===== src/rtl/mesi_isc_broad_pkg.sv =====
// Shared constants and the staged broadcast request record for the broadcast arbiter.
package mesi_isc_broad_pkg;

    localparam int CPU_NUM          = 4;
    localparam int ADDR_WIDTH       = 32;
    localparam int BROAD_TYPE_WIDTH = 2;
    localparam int BROAD_ID_WIDTH   = 5;

    typedef struct packed {
        logic [ADDR_WIDTH-1:0]       addr;
        logic [BROAD_TYPE_WIDTH-1:0] broad_type;
        logic [1:0]                  cpu_id;
        logic [BROAD_ID_WIDTH-1:0]   id;
    } broad_req_t;

endpackage


===== src/rtl/mesi_isc_broad_rr_pick.sv =====
// 4-way round-robin picker: one-hot grant of the first eligible source at or after rr_ptr.
module mesi_isc_broad_rr_pick
    import mesi_isc_broad_pkg::*;
(
    input  logic [CPU_NUM-1:0] valid,
    input  logic [CPU_NUM-1:0] mask,
    input  logic [1:0]         rr_ptr,
    output logic [CPU_NUM-1:0] grant,
    output logic [1:0]         idx
);

    logic [CPU_NUM-1:0] elig;
    logic [1:0]         k;
    logic               found;

    assign elig = valid & ~mask;

    always_comb begin
        grant = '0;
        idx   = '0;
        found = 1'b0;
        k     = '0;
        for (int i = 0; i < CPU_NUM; i++) begin
            k = rr_ptr + 2'(i);
            if (!found && elig[k]) begin
                grant[k] = 1'b1;
                idx      = k;
                found    = 1'b1;
            end
        end
    end

endmodule


===== src/rtl/mesi_isc_broad_arb.sv =====
// Broadcast FIFO write-port arbiter: round-robin over 4 CPUs into a 1-entry stage.
// Optional MESI_ISC_BROAD_ARB_ADDR_BLOCK_EN masks sources whose address matches the staged one.
module mesi_isc_broad_arb #(
    parameter int ADDR_WIDTH       = mesi_isc_broad_pkg::ADDR_WIDTH,
    parameter int BROAD_TYPE_WIDTH = mesi_isc_broad_pkg::BROAD_TYPE_WIDTH,
    parameter int BROAD_ID_WIDTH   = mesi_isc_broad_pkg::BROAD_ID_WIDTH
) (
    input  logic                          clk,
    input  logic                          rst,
    input  logic [3:0]                    req_valid_array_i,
    input  logic [4*ADDR_WIDTH-1:0]       req_addr_array_i,
    input  logic [4*BROAD_TYPE_WIDTH-1:0] req_type_array_i,
    output logic [3:0]                    req_ready_array_o,
    input  logic                          fifo_status_full_i,
    output logic                          broad_fifo_wr_o,
    output logic [ADDR_WIDTH-1:0]         broad_addr_o,
    output logic [BROAD_TYPE_WIDTH-1:0]   broad_type_o,
    output logic [1:0]                    broad_cpu_id_o,
    output logic [BROAD_ID_WIDTH-1:0]     broad_id_o,
    output logic                          arb_busy_o
);

    import mesi_isc_broad_pkg::CPU_NUM;

    logic [CPU_NUM-1:0][ADDR_WIDTH-1:0]       req_addr;
    logic [CPU_NUM-1:0][BROAD_TYPE_WIDTH-1:0] req_type;

    logic                        hold_valid;
    logic [ADDR_WIDTH-1:0]       hold_addr;
    logic [BROAD_TYPE_WIDTH-1:0] hold_type;
    logic [1:0]                  hold_cpu_id;
    logic [BROAD_ID_WIDTH-1:0]   hold_id;
    logic [1:0]                  rr_ptr;
    logic [BROAD_ID_WIDTH-1:0]   id_cnt;

    logic               can_load;
    logic               xfer;
    logic [CPU_NUM-1:0] mask;
    logic [CPU_NUM-1:0] grant;
    logic [1:0]         pick_idx;

    assign req_addr = req_addr_array_i;
    assign req_type = req_type_array_i;

`ifdef MESI_ISC_BROAD_ARB_ADDR_BLOCK_EN
    // Keep a second request to the staged line out until the stage empties.
    for (genvar g = 0; g < CPU_NUM; g++) begin : g_mask
        assign mask[g] = hold_valid & (req_addr[g] == hold_addr);
    end
`else
    assign mask = '0;
`endif

    mesi_isc_broad_rr_pick u_pick (
        .valid  (req_valid_array_i),
        .mask   (mask),
        .rr_ptr (rr_ptr),
        .grant  (grant),
        .idx    (pick_idx)
    );

    assign broad_fifo_wr_o = hold_valid & ~fifo_status_full_i;
    assign can_load        = ~hold_valid | broad_fifo_wr_o;
    // Gated by rst so no requester sees an accept that the reset will discard.
    assign req_ready_array_o = (can_load & ~rst) ? grant : '0;
    assign xfer              = |req_ready_array_o;

    always_ff @(posedge clk or posedge rst) begin
        if (rst) begin
            hold_valid  <= 1'b0;
            hold_addr   <= '0;
            hold_type   <= '0;
            hold_cpu_id <= '0;
            hold_id     <= '0;
            rr_ptr      <= '0;
            id_cnt      <= '0;
        end else if (xfer) begin
            hold_valid  <= 1'b1;
            hold_addr   <= req_addr[pick_idx];
            hold_type   <= req_type[pick_idx];
            hold_cpu_id <= pick_idx;
            hold_id     <= id_cnt;
            rr_ptr      <= pick_idx + 2'd1;
            id_cnt      <= id_cnt + 1'b1;
        end else if (broad_fifo_wr_o) begin
            hold_valid  <= 1'b0;
        end
    end

    assign broad_addr_o   = hold_addr;
    assign broad_type_o   = hold_type;
    assign broad_cpu_id_o = hold_cpu_id;
    assign broad_id_o     = hold_id;
    assign arb_busy_o     = hold_valid;

endmodule


===== config.mk =====
export PLATFORM = sky130hd
export DESIGN_NAME = mesi_isc_broad_arb
export DESIGN_NICKNAME = d
export VERILOG_FILES = /design/src/rtl/mesi_isc_broad_pkg.sv /design/src/rtl/mesi_isc_broad_rr_pick.sv /design/src/rtl/mesi_isc_broad_arb.sv
export SDC_FILE = /design/constraint.sdc
export NUM_CORES = 1
export LEC_CHECK = 0
export CAP_MARGIN = 20
export CORE_UTILIZATION = 40
export DETAILED_ROUTE_END_ITERATION = 10
export PLACE_DENSITY = 0.82
export SLEW_MARGIN = 25
export SYNTH_ARGS = -nofsm -noshare
export SYNTH_HDL_FRONTEND = slang
export SYNTH_SLANG_ARGS = --single-unit
export TNS_END_PERCENT = 10

===== constraint.sdc =====
create_clock -name clk -period 3.5 [get_ports clk]
set_input_delay 0.7 -clock clk [delete_from_list [all_inputs] [get_ports clk]]
set_output_delay 0.7 -clock clk [all_outputs]
set_load 0.05 [all_outputs]

==> results.toml <==
[synthesis]
ys_ff_latch = 49
synth.top_cell.area_share = 0.350
yosys.area.top_type = "dfrtp_1"
synth_compound_area_frac = 0.102
synth.area.mux_share = 0.354
ys_seq_area_frac = 0.350
synthFlopType = "dfrtp_1"
synth_top_family_by_area = "multiplexers"
synthCells = 338
syn_area_sq_mm = 0.00350
syn-mean-instance-area_sq_um = 10.4
yosys_warnings = 0
synth_xor_area_frac = 0.0125
synthTopCellsByArea = "dfrtp_1, mux2i_1, mux2_2, o21ai_0, nand2_1"
synthAdderAreaFrac = 0.0286
synth-edff-count = 0
synth-simple-area-share = 0.100
async_reset_ff_frac = 1.00
syn_nets = 489
synthDistinctLibCells = 35

[global_route]
antenna_found_initial = 0
grt_pass1_wl_microns = 15100
grt_pass1_vias = 3199
grt_max_degree = 50
overflow = 0
track_usage = 0.213

[route]
via_per_inst = 5.12
totalWireLength_microns = 9960
firstDrtPassIters = 4
first_iter_violations = 47
ant_nets = 0
remaining_drc_errors = 0
vias = 3238
wl_per_cell_microns = 15.7

[critical_path]
max_stage_delay_ns = 0.53
start_kind = "primary input"
r2r_setup_slack_ns = 0.57
slowest_stage = "mux4_2"
crit_path_max_fanout = 8
endpoint_kind = "primary output"
path_class = "in2out"
worstPathArrival_ns = 2.69
crit_required_ns = 2.80
cp_cell_sequence = "clkdlybuf4s50_1 -> buf_4 -> mux4_2 -> nand4b_1 -> a31oi_2 -> buf_12"

[min_path]
min-delay-path-class = "reg2reg"

[cells_and_area]
layout-drive-gt1-share = 0.157
final_util = 0.687
num_antenna_cells = 0
fillers = 650
fin_cells = 633
fin_area_sq_mm = 0.00573
area_delta_synth_final_pct = 63.8
fin_nets = 678

[sta]
layout_setup_ws_ns = 0.111
hold_viol_final = 0
fin_hold_ws_ns = 0.483
slew_headroom = 0.429
fin_skew_ns = 0.00669
finalSetupViolCount = 0
worstMarginPinSlew_ns = 0.834
clock.fmax_mhz = 295
post-route-period-util = 0.968
drv_slew = 0
rsz0062_at_grt = "false"
period_minus_slack_ns = 3.39
fin_setup_tns_ns = 0

[placed_design]
dp_cells = 625
portBuffers = 189
dp_hpwl_microns = 7800
place_congestion = 0.873
preCtsSetupSlack_ns = 0.0538
placed_area_sq_mm = 0.00565

[cts]
cts_tree = "yes"
clk_pin_slew_worst_paths_ns = 0.09
h-tree-depth = 2
cts.sinks = 49
cts_setup_buffers = 0
clk_path_buf_depth = 2
cts_made_buffers = 5
cts_root_buf = "clkbuf_8"
clk_latency_ns = 0.30

[power]
finalPower_mw = 5.91
irDropWorstVdd_uv = 702
p_per_area_mw_per_mm2 = 1030
leakage_nw = 2.46

[floorplan]
rows = 33
ios = 190
design.core.area_sq_mm = 0.00834
start_util = 0.420
die_area_sq_mm = 0.00913
die_height_microns = 95.5
die_w_microns = 95.5

[flow_run]
drv_cap = 0

[run_status]
status = "finished clean"
synth_stat cells, drive strengths merged, types with 2 or more instances:
master and count:
nor2b 2, nor3 2, nand3b 2, mux2 42, nand3 3, buf 21
a31oi 4, nor2 7, xnor2 3, o21ai 41, or3b 2, o21a 4
inv 3, nand4b 4, nand2b 3, nand2 47, mux4 2, xor2 2
dfrtp 49, a211oi 2, a21oi 3, mux2i 71, ha 8, clkbuf 4
a221o 2, a2111oi 2
final timing paths:
check                                      from              endpoint  cells after the start
setup / recovery           req_valid_array_i[0]  req_ready_array_o[2]                      6
hold / removal                  broad_type_o[0]       broad_type_o[0]                      2
setup reg to reg                      rr_ptr[1]      broad_addr_o[29]                      8
hold reg to reg                 broad_type_o[0]       broad_type_o[0]                      2
max in group asynchronous                   rst      broad_addr_o[11]                      3
min in group asynchronous                   rst     broad_cpu_id_o[0]                      3
per-layer routing:
layer / up-vias / part of all wire / global-route usage
met4: 0 / 0.0051 / 0.0386
met2: 138 / 0.52 / 0.407
met5: - / 0 / 0
met3: 4 / 0.094 / 0.0526
li1: 1593 / - / -
met1: 1503 / 0.38 / 0.238
logic make-up after synthesis:
kind of cell,after synthesis
and+or+nand+nor,74
xor gates and xnor gates,5
adders and majority gates,8
AOI/OAI and AO/OA,59
buffers and inverters,28
DFF,49
muxes,115
worst max-delay path: cells and delay by family:
kind                   cells  cell delay, ns
AO/OA/AOI/OAI              1            0.35
buffers and inverters      3            0.85
multiplexers               1            0.53
AND/OR/NAND/NOR            1            0.25
sequential cells by signal (all words and copies together), names as in the netlist:
| name | count |
|---|---|
| broad_addr_o | 32 |
| rr_ptr | 2 |
| broad_cpu_id_o | 2 |
| broad_id_o | 5 |
| arb_busy_o | 1 |
| broad_type_o | 2 |
| id_cnt | 5 |
cell usage in the layout, fill, tap and decap left out, types with 4 or more instances in the layout:
master	synthesis	final
dfrtp_1	49	49
clkdlybuf4s50_1	0	185
o21ai_0	41	41
buf_4	7	13
nand2_1	47	47
buf_12	0	9
o21a_1	4	4
mux2i_1	71	71
nand4b_1	4	4
ha_1	8	8
mux2_2	39	39
nor2_1	5	5
a31oi_2	0	4
clkbuf_8	0	5
power breakdown:
part / switching, mW / total, mW / leakage [nW] / internal, mW
logic: 2.51 / 4.54 / 1.82 / 2.02
registers: 0.162 / 1.04 / 0.598 / 0.882
clock network: 0.190 / 0.332 / 0.0385 / 0.142
total: 2.87 / 5.91 / 2.46 / 3.05
timing repair:
item / 4_1_cts / 5_1_grt
setup endpoints to repair: 0 / 4
gates resized for setup: 0 / 0
hold buffers: 0 / 0
layout make-up:
class / instances / area (sq um) / area share
clock buffers: 7 / 76.3 / 0.0133
flip-flops and latches: 49 / 1230 / 0.214
well taps: 105 / 131 / 0.0229
repair buffers: 207 / 2130 / 0.372
clock inverters: 1 / 7.51 / 0.00131
multi-input cells: 261 / 2150 / 0.374
inverters: 3 / 15.0 / 0.00262
Note: power is estimated with default switching activity, not from simulation.
